<file path="config.mk">
export PLATFORM = sky130hd
export DESIGN_NAME = fetch_sequencer
export DESIGN_NICKNAME = d
export VERILOG_FILES = /design/src/rtl/cpu_pkg.sv /design/src/rtl/pc_reg.sv /design/src/rtl/fetch_sequencer.sv
export SDC_FILE = /design/constraint.sdc
export NUM_CORES = 1
export LEC_CHECK = 0
export BUFFER_PORTS_ARGS = -buffer_cell sky130_fd_sc_hd__buf_2
export CORE_ASPECT_RATIO = 1.75
export CORE_MARGIN = 2
export CORE_UTILIZATION = 47
export CTS_CLUSTER_DIAMETER = 80
export DETAILED_ROUTE_END_ITERATION = 6
export MAX_ROUTING_LAYER = met4
export PLACE_DENSITY = 0.84
export SYNTH_ARGS = -nofsm -noshare
export SYNTH_HDL_FRONTEND = slang
export SYNTH_SLANG_ARGS = --single-unit
</file>
<file path="constraint.sdc">
create_clock -name clk -period 3.35 [get_ports clk]
set_clock_uncertainty 0.2 [all_clocks]
set_input_delay 1.005 -clock clk [delete_from_list [all_inputs] [get_ports clk]]
set_output_delay 1.005 -clock clk [all_outputs]
set_load 0.01 [all_outputs]
</file>
<file path="src/rtl/cpu_pkg.sv">
`default_nettype none
// ============================================================================
//  Module      : cpu_pkg
//  Description : Definitions shared by the fetch sequencer and the decoder.
//                Holds the opcode values, the instruction-word opcode field
//                position, the sequencer state type and the ALU operation
//                codes.
//  Revision    : 1.0 - initial release
// ============================================================================
package cpu_pkg;

  // Opcode field position in the default 32-bit instruction word.
  localparam int OPC_MSB = 31;
  localparam int OPC_LSB = 28;
  localparam int OPC_W   = OPC_MSB - OPC_LSB + 1;

  // Opcodes. Every value above OP_JMP is illegal.
  localparam logic [OPC_W-1:0] OP_NOP  = 4'b0000;
  localparam logic [OPC_W-1:0] OP_LOAD = 4'b0001;
  localparam logic [OPC_W-1:0] OP_SET  = 4'b0010;
  localparam logic [OPC_W-1:0] OP_ADD  = 4'b0011;
  localparam logic [OPC_W-1:0] OP_MULT = 4'b0100;
  localparam logic [OPC_W-1:0] OP_JNZ  = 4'b0101;
  localparam logic [OPC_W-1:0] OP_JZ   = 4'b0110;
  localparam logic [OPC_W-1:0] OP_JMP  = 4'b0111;

  // Sequencer states. ST_PAUSE is reachable only in single-step builds.
  typedef enum logic [2:0] {
    ST_IDLE   = 3'd0,
    ST_FETCH  = 3'd1,
    ST_DECODE = 3'd2,
    ST_EXEC   = 3'd3,
    ST_HALT   = 3'd4,
    ST_PAUSE  = 3'd5
  } seq_state_e;

  // ALU operation codes generated by the decoder.
  typedef enum logic [1:0] {
    ALU_PASS = 2'd0,
    ALU_ADD  = 2'd1,
    ALU_MUL  = 2'd2,
    ALU_NONE = 2'd3
  } alu_op_e;

endpackage
`default_nettype wire

</file>
<file path="src/rtl/pc_reg.sv">
`default_nettype none
// ============================================================================
//  Module      : pc_reg
//  Description : Program counter register with clear, load and increment.
//                Priority is clear > load > increment; increment wraps
//                modulo 2^ADDR_W.
//  Ports       : clk, rst_n (async, active-low)
//                clr      - force pc to 0
//                load     - pc <= load_val
//                inc      - pc <= pc + 1
//                load_val - jump target
//                pc       - current value
//  Revision    : 1.0 - initial release
// ============================================================================
module pc_reg #(
  parameter int ADDR_W = 8
) (
  input  logic              clk,
  input  logic              rst_n,
  input  logic              clr,
  input  logic              load,
  input  logic              inc,
  input  logic [ADDR_W-1:0] load_val,
  output logic [ADDR_W-1:0] pc
);

  always_ff @(posedge clk or negedge rst_n) begin
    if (!rst_n) begin
      pc <= '0;
    end else if (clr) begin
      pc <= '0;
    end else if (load) begin
      pc <= load_val;
    end else if (inc) begin
      pc <= pc + ADDR_W'(1);
    end
  end

endmodule
`default_nettype wire

</file>
<file path="src/rtl/fetch_sequencer.sv">
`default_nettype none
// ============================================================================
//  Module      : fetch_sequencer
//  Description : Multi-cycle FETCH / DECODE / EXEC control sequencer that owns
//                the program counter and instruction register. Accumulator
//                enable and data-memory write strobes are active only in EXEC.
//  Ports       : clk, rst_n (async, active-low), start
//                imem_req/imem_addr/imem_rdata/imem_ack - instruction fetch
//                opcode/operand  - instruction register fields to decoder
//                pc              - program counter
//                pc_load/dec_mem_wr - decoder results, sampled in EXEC
//                acc_en/dmem_wr  - gated strobes
//                halted/illegal  - status
//                step            - single-step advance (optional build)
//  Options     : FETCH_SEQUENCER_SINGLE_STEP_EN adds the step input and a
//                PAUSE state entered after every EXEC.
//  Revision    : 1.0 - initial release
// ============================================================================
module fetch_sequencer
  import cpu_pkg::*;
#(
  parameter int ADDR_W  = 8,
  parameter int INSTR_W = 32
) (
  input  logic               clk,
  input  logic               rst_n,
  input  logic               start,
`ifdef FETCH_SEQUENCER_SINGLE_STEP_EN
  input  logic               step,
`endif
  output logic               imem_req,
  output logic [ADDR_W-1:0]  imem_addr,
  input  logic [INSTR_W-1:0] imem_rdata,
  input  logic               imem_ack,
  output logic [OPC_W-1:0]   opcode,
  output logic [ADDR_W-1:0]  operand,
  output logic [ADDR_W-1:0]  pc,
  input  logic               pc_load,
  input  logic               dec_mem_wr,
  output logic               acc_en,
  output logic               dmem_wr,
  output logic               halted,
  output logic               illegal
);

  seq_state_e         state, state_nxt;
  logic [INSTR_W-1:0] ir;
  logic               pc_clr, pc_ld, pc_inc;
  logic               ir_ld, ill_set, ill_clr;
  logic               ir_mid_unused;

  assign opcode    = ir[INSTR_W-1 -: OPC_W];
  assign operand   = ir[ADDR_W-1:0];
  assign imem_addr = pc;

  // Bits between the operand and the opcode carry no meaning here.
  assign ir_mid_unused = ^ir[INSTR_W-OPC_W-1:ADDR_W];

  pc_reg #(.ADDR_W(ADDR_W)) u_pc_reg (
    .clk      (clk),
    .rst_n    (rst_n),
    .clr      (pc_clr),
    .load     (pc_ld),
    .inc      (pc_inc),
    .load_val (operand),
    .pc       (pc)
  );

  always_ff @(posedge clk or negedge rst_n) begin
    if (!rst_n) begin
      state   <= ST_IDLE;
      ir      <= '0;
      illegal <= 1'b0;
    end else begin
      state <= state_nxt;
      if (ir_ld) begin
        ir <= imem_rdata;
      end
      if (ill_clr) begin
        illegal <= 1'b0;
      end else if (ill_set) begin
        illegal <= 1'b1;
      end
    end
  end

  always_comb begin
    state_nxt = state;
    imem_req  = 1'b0;
    acc_en    = 1'b0;
    dmem_wr   = 1'b0;
    halted    = 1'b0;
    pc_clr    = 1'b0;
    pc_ld     = 1'b0;
    pc_inc    = 1'b0;
    ir_ld     = 1'b0;
    ill_set   = 1'b0;
    ill_clr   = 1'b0;
    case (state)
      ST_IDLE: begin
        if (start) begin
          pc_clr    = 1'b1;
          ill_clr   = 1'b1;
          state_nxt = ST_FETCH;
        end
      end
      ST_FETCH: begin
        // Request and address are held until the memory acknowledges.
        imem_req = 1'b1;
        if (imem_ack) begin
          ir_ld     = 1'b1;
          state_nxt = ST_DECODE;
        end
      end
      ST_DECODE: begin
        if (opcode == OP_NOP) begin
          state_nxt = ST_HALT;
        end else if (opcode > OP_JMP) begin
          ill_set   = 1'b1;
          state_nxt = ST_HALT;
        end else begin
          state_nxt = ST_EXEC;
        end
      end
      ST_EXEC: begin
        acc_en  = (opcode == OP_LOAD) || (opcode == OP_ADD) || (opcode == OP_MULT);
        dmem_wr = dec_mem_wr;
        if (pc_load) begin
          pc_ld = 1'b1;
        end else begin
          pc_inc = 1'b1;
        end
`ifdef FETCH_SEQUENCER_SINGLE_STEP_EN
        state_nxt = ST_PAUSE;
`else
        state_nxt = ST_FETCH;
`endif
      end
      ST_HALT: begin
        halted = 1'b1;
        if (start) begin
          pc_clr    = 1'b1;
          ill_clr   = 1'b1;
          state_nxt = ST_FETCH;
        end
      end
`ifdef FETCH_SEQUENCER_SINGLE_STEP_EN
      ST_PAUSE: begin
        if (step) begin
          state_nxt = ST_FETCH;
        end
      end
`endif
      default: begin
        state_nxt = ST_IDLE;
      end
    endcase
  end

endmodule
`default_nettype wire

</file>
; Word level (Yosys, flattened, before mapping)
; Index checks and enable logic that the tools add are counted.
[word_totals]
in_bits = 38
word_cells = 48
regBits = 44
out_inout_bits = 33
[op_classes]
magnitude_cmp = 1
muxes = 25
addsub = 1
eq_ne = 9
reduce_logical = 8
[ops]
columns = operator, n
row1 = two-way mux 8 bit, 3
row2 = two-way mux 1 bit, 17
row3 = two-way mux 3 bit, 4
row4 = one-hot mux 3 bit (4 select lines), 1
row5 = "adder 8 x 1 -> 8 bit, second input constant", 1
row6 = "equality test 3 x 2 -> 1 bit, second input constant", 2
row7 = "equality test 4 x 1 -> 1 bit, second input constant", 1
row8 = "equality test 4 x 2 -> 1 bit, second input constant", 1
row9 = "equality test 4 x 3 -> 1 bit, second input constant", 1
row10 = "greater-than comparator 4 x 3 -> 1 bit, second input constant", 1
row11 = zero test 4 bit, 1
row12 = "equality test 3 x 1 -> 1 bit, second input constant", 1
row13 = "equality test 3 bit, second input constant", 1
row14 = zero test 3 bit, 1
row15 = nonzero test 3 bit, 1
row16 = logical OR 1 bit, 2
row17 = "inequality test 2 x 1 -> 1 bit, second input constant", 1
row18 = "inequality test 2 bit, second input constant", 1
row19 = AND reduction 2 bit, 1
row20 = nonzero test 2 bit, 1
row21 = OR reduction 2 bit, 1

; Depth between registers and ports, before layout
; Gate-level depths: netlist of the first run.
[depth]
depth_word = 6
mapped_depth = 5
mapped_depth_nobuf = 5

; Cells and area by module
; From an unflattened synthesis of the first run, not the netlist that was laid out.
[unflattened]
cells_unflattened = 115
hier_area_um2 = 1262.5
[by_module_without_submodules]
columns = module, instances, area_per_inst_um2, cells_per_inst, seq_area_each_um2
row1 = fetch_sequencer, 1, 825.8, 68, 400.4
row2 = pc_reg, 1, 436.7, 47, 200.2

; Worst setup path after synthesis of the first run
; Ideal clock, no wire load.
[synth_timing]
kind = input to output
startpoint = in dec_mem_wr
endpoint = out dmem_wr
t_arrival_ns = 1.151
required_time_ns = 2.145
stages = 1
slack_ns = 0.994
n_path_buf = 0
cell_sequence = and2_1
[synth_via]
elab_chain_len = 1
[synth_rtl]
columns = element, line
row1 = from (decl), fetch_sequencer.sv:39  ; input logic dec_mem_wr,
row2 = two-way mux 1 bit, fetch_sequencer.sv:99  ; case (state)
row3 = to (decl), fetch_sequencer.sv:41  ; output logic dmem_wr,
; No other way between the ends.

; Worst setup path in the final report of the first run
[layout_timing]
startpoint = reg state[1]
endpoint = out acc_en
[layout_via]
elab_chain_len = 2
[layout_rtl]
columns = element, line
row1 = from (decl), fetch_sequencer.sv:46  ; seq_state_e state, state_nxt;
row2 = from (signal assigned), fetch_sequencer.sv:75  ; state <= state_nxt;
row3 = equality test 3 x 2 -> 1 bit, fetch_sequencer.sv:99
row4 = two-way mux 1 bit, fetch_sequencer.sv:99
row5 = to (decl), fetch_sequencer.sv:40  ; output logic acc_en,
; No other way between the ends.

==> results of run 1 <==
## worst reg2reg max path, delay by kind of cell, from the launching register on
family,cells,cell delay [ns]
simple gates,1,0.41
flops,1,0.56
compound gates,3,0.65
## cells by family (layout without fill, tap and decap cells)
kind of cell,Yosys count,count (layout),synth area share (%)
AOI/OAI and AO/OA,24,24,12.3
xor gates and xnor gates,2,2,1.35
adders and majority gates,1,1,0.965
buffers and inverters,13,54,7.63
DFF,24,24,46.3
muxes,15,15,15.3
and+or+nand+nor,38,38,16.1
## cell type report
cell class / count / area [um2] / share of cell area, %
clock inverter: 1 / 30.0 / 1.93
clock buffer: 3 / 41.3 / 2.66
timing repair buffer: 50 / 250 / 16.1
multi-input combinational: 80 / 597 / 38.4
sequential: 24 / 601 / 38.7
tap: 27 / 33.8 / 2.18
## power groups by stage
stage               Combinational, mW  Sequential [mW]  Clock [mW]
floorplan                       0.485            0.621           0
global placement                0.669            0.595           0
detailed placement              0.691            0.608           0
CTS                             0.698            0.603       0.260
global route                    0.747            0.631       0.271
finish                          0.690            0.601       0.256
## synthesized netlist by cell type (3+ instances only)
cell	instances
sky130_fd_sc_hd__buf_4	8
sky130_fd_sc_hd__dfrtp_1	24
sky130_fd_sc_hd__mux2i_1	3
sky130_fd_sc_hd__a21oi_1	4
sky130_fd_sc_hd__o21a_1	3
sky130_fd_sc_hd__o31ai_1	4
sky130_fd_sc_hd__nor3_1	7
sky130_fd_sc_hd__nand3_1	3
sky130_fd_sc_hd__mux2_4	9
sky130_fd_sc_hd__nand2b_1	4
sky130_fd_sc_hd__buf_2	3
sky130_fd_sc_hd__mux2_2	3
sky130_fd_sc_hd__nand2_1	9
sky130_fd_sc_hd__a32oi_1	3
sky130_fd_sc_hd__nor2_1	7
sky130_fd_sc_hd__o21ai_0	6
## final timing paths
check / start / slack, ns / endpoint
min in group asynchronous: rst_n / 0.49 / ir[29]
max in group asynchronous: rst_n / 2.10 / ir[2]
setup / recovery: state[1] / 0.47 / acc_en
hold reg to reg: ir[5] / 0.33 / ir[5]
setup reg to reg: state[1] / 1.40 / u_pc_reg.pc[4]
hold / removal: ir[5] / 0.33 / ir[5]
## routing by layer
metal	part of all wire (%)	up-vias	wire length, um
li1	-	494	-
met1	36	512	994
met2	56	40	1550
met3	5.7	7	157
met4	2.6	0	72
met5	0	-	0
## per-stage QoR
step / instances / utilization (%)
finish: 185 / 58.4
global route: 185 / 58.4
CTS: 185 / 58.4
detailed placement: 181 / 55.7
global placement: 181 / 55.7
floorplan: 117 / -
==> impl_summary.log, run 1 <==
[metrics] biggest area contributors in the synthesized netlist: sky130_fd_sc_hd__dfrtp_1 (46%), sky130_fd_sc_hd__mux2_4 (10%), sky130_fd_sc_hd__buf_4 (4.6%)
[metrics] pin count of the biggest net entering global routing: 25
[metrics] slowest stage cell, crit path: sky130_fd_sc_hd__dfrtp_1
[metrics] placed inst area: 0.00148 mm2
[metrics] number of antenna cells inserted: 0
[metrics] overall fraction of global-route tracks in use: 19.2%
[metrics] unrepaired setup endpoints after global routing: no
[metrics] worst setup path category: reg2out
[metrics] Setup TNS Final: 0 ns
[metrics] share of the synthesized area in the top cell type: a little under half
[metrics] Final ANT Viol Nets: 0
[metrics] maximum count of clock buffers along a single path: 2
[metrics] maximum cell stage delay along the critical path: 0.56 ns
[metrics] highest clock rate: 348 MHz
[metrics] maximum fanout count along the critical path: 12
[metrics] sequential power share: 38.9%
[metrics] type of origin of the critical path: flop
[metrics] netlist area before placement: 0.00130 mm2
[metrics] Num CTS Buffers: 3
[metrics] number of cells on the worst reg-to-reg path: 4
[metrics] Starting Density: 48.8%
[metrics] worst path buffer plus inverter count: 1
[metrics] via count of the first global-routing pass: 966
[metrics] Warnings, synthesis: 0
[metrics] reported leakage power: 0.770 nW
[metrics] count of max-cap constraint violations: 0
[metrics] cell chain of the critical path: nand3b_1 > nor3_1 > buf_2
[metrics] clock insertion delay at the later pin of the skew report: 0.28 ns
[metrics] slew at the pin closest to its max-slew limit: between 0.5 and 0.6 ns
[metrics] time the final worst path needs with I/O delays and setup: about 2.9 ns
[metrics] global routing usage on met2: between 30% and 40%
[metrics] total via count after detailed routing: 1053
[metrics] DR iter-0 viols: 16
[metrics] routed vias/inst: 5.69
[metrics] NetSw: 599 uW
[metrics] CTS H-Tree Depth: 1
[metrics] number of logic stages on the critical path including buffering: 3
[metrics] leftover overflow at the end of global routing: 0
[metrics] net count after synthesis: 156
[metrics] pre-CTS setup slack: 0.794 ns
[metrics] power per cell area: 997 mW/mm2
[metrics] number of flops mapped to enable cells by yosys: 0
[metrics] combinational fraction of design power: roughly 45%
[metrics] async set or reset register ratio after synthesis: 100%
[metrics] Avg Synthesized Cell Area: 11.1 um2
[metrics] final-stage net count: 198
[metrics] nature of the critical path endpoint: primary output
[metrics] total chip power: between 1.5 and 2 mW
[metrics] final setup vio count: 0
[metrics] commonest cells after routing, fill and taps aside: sky130_fd_sc_hd__buf_2 (50), sky130_fd_sc_hd__dfrtp_1 (24), sky130_fd_sc_hd__nand2_1 (9), sky130_fd_sc_hd__mux2_4 (9)
[metrics] Max IR drop VDD: 0.595 mV
[metrics] synthesis-to-layout area growth: 19.8%
[metrics] cell type with the highest aggregate area in the netlist: sky130_fd_sc_hd__dfrtp_1
[metrics] Floorplan Core Area: about 0.0027 mm2
[metrics] worst slack on hold paths: 0.329 ns
[metrics] Most used DFF post-synth: sky130_fd_sc_hd__dfrtp_1
[metrics] kind of path behind the tightest hold check: reg2reg
[metrics] GR Util met1: 21.3%
[metrics] number of buffer cells added on primary ports: 50
[metrics] average detailed-routed wire length per instance: about 15 um
[metrics] share of the clock period used by the worst path: 85.9%
[metrics] Data required, critical path: 2.14 ns
[metrics] CTS tree: yes
[metrics] CTS root buffer: sky130_fd_sc_hd__clkbuf_8
[metrics] routability congestion estimate: 0.764
[metrics] Yosys reg bits: 24
[metrics] cell area after layout: approximately 0.0016 mm2
[metrics] Rel. slew slack: 65.1%
[metrics] first-pass GRT wire length: 4400 um
[metrics] number of cells produced by synthesis: 117
[metrics] CTS sink cnt: 24
[metrics] share of layout cells above drive strength 1: 44.9%
[metrics] count of pins on the block boundary: around 70
[metrics] most crowded layer after global routing: met2
[metrics] number of iterations in the first detailed-routing pass: 4
[metrics] final wirelength: 2780 um
[metrics] Chip Width: roughly 44 um
[metrics] number of cells on the worst hold path: 1
[metrics] sequential share of the synthesized area: 46.3%
[metrics] # DRC: 0
[metrics] number of slew-limit violations in the final report: 0
[metrics] Switching Share: 38.7%
[metrics] register clock-pin slew on the reported worst setup and hold paths: 0.09 ns
[metrics] data arrival at the endpoint of the critical path: between 1.5 and 2 ns
[metrics] outcome: finished, final reports clean
[metrics] buffers inserted by post-CTS timing repair: 0
[metrics] number of antenna violations at the first check in global routing: 0
[metrics] number of instances resized during post-cts repair: 0
[metrics] die area: 0.00321 mm2
[metrics] final count of hold timing violations: 0
[metrics] filler cell count in the final layout: 218
[metrics] flip-flop count of the largest register after layout: 12
[metrics] number of buffers inserted for hold repair after clock tree synthesis: 0
[metrics] # rows: 25
[metrics] power share of the clock group: around 17%
[metrics] placed wire-length estimate after detailed placement: 2060 um
[metrics] commonest non-fill, non-tap cell in the layout: sky130_fd_sc_hd__buf_2
[metrics] die outline height: 73.5 um
[metrics] Internal Dissipation: 949 uW
[metrics] kind of cell with the highest combined delay on the critical path: simple AND/OR/NAND/NOR gates
[metrics] setup slack after layout: 0.474 ns
[metrics] Unique masters post-synth: 29
[metrics] met3 Use GR: 3.19%
No activity file was read; power rests on OpenSTA's default activity.
==> run 2: changes to the inputs <==
Settings changed: BUFFER_PORTS_ARGS -buffer_cell sky130_fd_sc_hd__buf_2 to unset, CORE_UTILIZATION 47 to 48, DONT_BUFFER_PORTS set to 1, PLACE_DENSITY 0.84 to 0.74.
==> run 2 against run 1 <==
Final cell count fell by 27%. Combinational power fell by 39%. Sequential share of layout area rose by 7.4 points. Sequential cell count did not move. Global-route usage fell by 2.6 points. Via count fell by 17%. Clock power fell by 2%. Maximum frequency fell by 2.2%. Largest cell class unchanged. Register-to-register slack got worse by 0.02 ns. Routed wire length fell by 13%. Sequential power rose by 16%.
==> impl_summary.log, run 2 (same netlist as run 1, synthesis figures left out) <==
[metrics] highest metal layer with signal wires: met4 (unchanged)
[metrics] # DRC: 0 (unchanged)
[metrics] DR iter-0 viols: 21 (was 16)
[metrics] flip-flop count of the largest register after layout: 12 (unchanged)
[metrics] maximum fanout count along the critical path: 12 (unchanged)
[metrics] kind of path behind the tightest hold check: in2async (was reg2reg)
[metrics] endpoint of the most critical register-to-register path: u_pc_reg.pc[3] (was u_pc_reg.pc[4])
[metrics] final setup vio count: 0 (unchanged)
[metrics] Max IR drop VDD: 0.504 mV (was 0.595 mV)
[metrics] Final ANT Viol Nets: 0 (unchanged)
[metrics] number of slew-limit violations in the final report: 0 (unchanged)
[metrics] Switching Share: 39.3% (was 38.7%)
[metrics] total chip power: 1.37 mW (was 1.55 mW)
[metrics] placed wire-length estimate after detailed placement: 1790 um (was 2060 um)
[metrics] routability congestion estimate: 0.799 (was 0.764)
[metrics] CTS tree: yes (unchanged)
[metrics] data arrival at the endpoint of the critical path: 1.74 ns (was 1.67 ns)
[metrics] buffers inserted by post-CTS timing repair: 0 (unchanged)
[metrics] routed wl met2: 1340 um (was 1550 um)
[metrics] leftover overflow at the end of global routing: 0 (unchanged)
[metrics] sequential power share: 51.1% (was 38.9%)
[metrics] count of pins on the block boundary: 71 (unchanged)
[metrics] power per cell area: 1050 mW/mm2 (was 997 mW/mm2)
[metrics] overall fraction of global-route tracks in use: 16.7% (was 19.2%)
[metrics] power share of the clock group: 18.3% (was 16.6%)
[metrics] unrepaired setup endpoints after global routing: no (unchanged)
[metrics] commonest cells after routing, fill and taps aside: sky130_fd_sc_hd__dfrtp_1 (24), sky130_fd_sc_hd__nand2_1 (9), sky130_fd_sc_hd__mux2_4 (9) (was sky130_fd_sc_hd__buf_2 (50), sky130_fd_sc_hd__dfrtp_1 (24), sky130_fd_sc_hd__nand2_1 (9), sky130_fd_sc_hd__mux2_4 (9))
[metrics] time the final worst path needs with I/O delays and setup: 2.94 ns (was 2.88 ns)
[metrics] type of origin of the critical path: flop (unchanged)
[metrics] commonest non-fill, non-tap cell in the layout: sky130_fd_sc_hd__dfrtp_1 (was sky130_fd_sc_hd__buf_2)
[metrics] clock insertion delay at the later pin of the skew report: 0.26 ns (was 0.28 ns)
[metrics] Starting Density: 49.3% (was 48.8%)
[metrics] NetSw: 538 uW (was 599 uW)
[metrics] number of buffers inserted for hold repair after clock tree synthesis: 0 (unchanged)
[metrics] number of iterations in the first detailed-routing pass: 4 (unchanged)
[metrics] via count of the first global-routing pass: 884 (was 966)
[metrics] final-stage net count: 148 (was 198)
[metrics] Internal Dissipation: 830 uW (was 949 uW)
[metrics] total via count after detailed routing: 870 (was 1053)
[metrics] register clock-pin slew on the reported worst setup and hold paths: 0.08 ns (was 0.09 ns)
[metrics] CTS root buffer: sky130_fd_sc_hd__clkbuf_8 (unchanged)
[metrics] die area: 0.00315 mm2 (was 0.00321 mm2)
[metrics] die outline height: 72.7 um (was 73.5 um)
[metrics] first-pass GRT wire length: 3950 um (was 4400 um)
[metrics] number of antenna cells inserted: 0 (unchanged)
[metrics] number of cells on the worst reg-to-reg path: 4 (unchanged)
[metrics] highest clock rate: 340 MHz (was 348 MHz)
[metrics] CTS sink cnt: 24 (unchanged)
[metrics] # rows: 25 (unchanged)
[metrics] maximum count of clock buffers along a single path: 2 (unchanged)
[metrics] wire length the detailed router placed on met1: 874 um (was 994 um)
[metrics] Setup TNS Final: 0 ns (unchanged)
[metrics] filler cell count in the final layout: 259 (was 218)
[metrics] reported leakage power: 0.544 nW (was 0.770 nW)
[metrics] synthesis-to-layout area growth: 0.483% (was 19.8%)
[metrics] CTS H-Tree Depth: 1 (unchanged)
[metrics] worst flop-to-flop path startpoint: state[1] (unchanged)
[metrics] Floorplan Core Area: 0.00263 mm2 (was 0.00266 mm2)
[metrics] pin count of the biggest net entering global routing: 25 (unchanged)
[metrics] slew at the pin closest to its max-slew limit: 0.481 ns (was 0.524 ns)
[metrics] share of the clock period used by the worst path: 87.8% (was 85.9%)
[metrics] Rel. slew slack: 67.8% (was 65.1%)
[metrics] number of antenna violations at the first check in global routing: 0 (unchanged)
[metrics] outcome: finished, final reports clean (unchanged)
[metrics] final count of hold timing violations: 0 (unchanged)
[metrics] share of layout cells above drive strength 1: 19.4% (was 44.9%)
[metrics] number of instances resized during post-cts repair: 0 (unchanged)
[metrics] count of max-cap constraint violations: 0 (unchanged)
[metrics] final wirelength: 2420 um (was 2780 um)
[metrics] number of buffer cells added on primary ports: 0 (was 50)
[metrics] Data required, critical path: 2.14 ns (about the same)
[metrics] met3 layer wire length in the routed design: 170 um (was 157 um)
[metrics] average detailed-routed wire length per instance: 17.9 um (was 15.0 um)
[metrics] Num CTS Buffers: 3 (unchanged)
[metrics] combinational fraction of design power: 30.6% (was 44.6%)
[metrics] worst setup path category: reg2out (unchanged)
[metrics] R2R setup slack: 1.38 ns (was 1.40 ns)
[metrics] Chip Width: 43.3 um (was 43.7 um)
[metrics] routed vias/inst: 6.44 (was 5.69)
[metrics] nature of the critical path endpoint: primary output (unchanged)
run 2: cell count changes in the layout (fill, tap and decap cells not counted), sizes merged:
cell	change
buf	-50
run 2: per-stage QoR:
step,cell area [um2],utilization (%),cells,setup WS [ns],hold WS [ns]
2_1_floorplan,1300,-,117,0.994,0.304
3_3_place_gp,1230,46.9,131,0.754,0.340
3_5_place_dp,1230,46.9,131,0.715,0.363
4_1_cts,1300,49.6,135,0.404,0.222
5_1_grt,1300,49.6,135,0.292,0.203
6_report,1300,49.6,135,0.409,0.226
run 2: worst max-delay path by stage:
| stage | startpoint | endpoint | slack, ns |
|---|---|---|---|
| 2_1_floorplan | dec_mem_wr | dmem_wr | 0.99 |
| 3_3_place_gp | state[1] | acc_en | 0.75 |
| 3_5_place_dp | state[1] | acc_en | 0.71 |
| 4_1_cts | state[1] | acc_en | 0.40 |
| 5_1_grt | state[1] | acc_en | 0.29 |
| 6_report | state[1] | acc_en | 0.41 |
run 2: power groups by stage:
stage               Sequential, mW  Combinational, mW  Clock [mW]
finish                       0.699              0.419       0.250
global route                 0.731              0.463       0.271
CTS                          0.702              0.425       0.255
detailed placement           0.708              0.424           0
global placement             0.699              0.408           0
floorplan                    0.621              0.485           0
run 2: layout make-up:
class / count / area (um2) / share of cell area (%)
Clock inverter: 1 / 30.0 / 2.31
Tap cell: 27 / 33.8 / 2.59
Multi-Input combinational cell: 80 / 597 / 45.8
Clock buffer: 3 / 41.3 / 3.17
Sequential cell: 24 / 601 / 46.1
run 2: metal layers:
layer  track usage (%)  up-vias
li1                  -      395
met5                 -        -
met2              29.0       37
met3              3.96        2
met1              17.8      436
met4              6.40        0
run 2: critical path, stage by stage (launching register included):
cell,delay (ns)
sky130_fd_sc_hd__dfrtp_1,0.57
sky130_fd_sc_hd__nand3b_1,0.43
sky130_fd_sc_hd__nor3_1,0.47
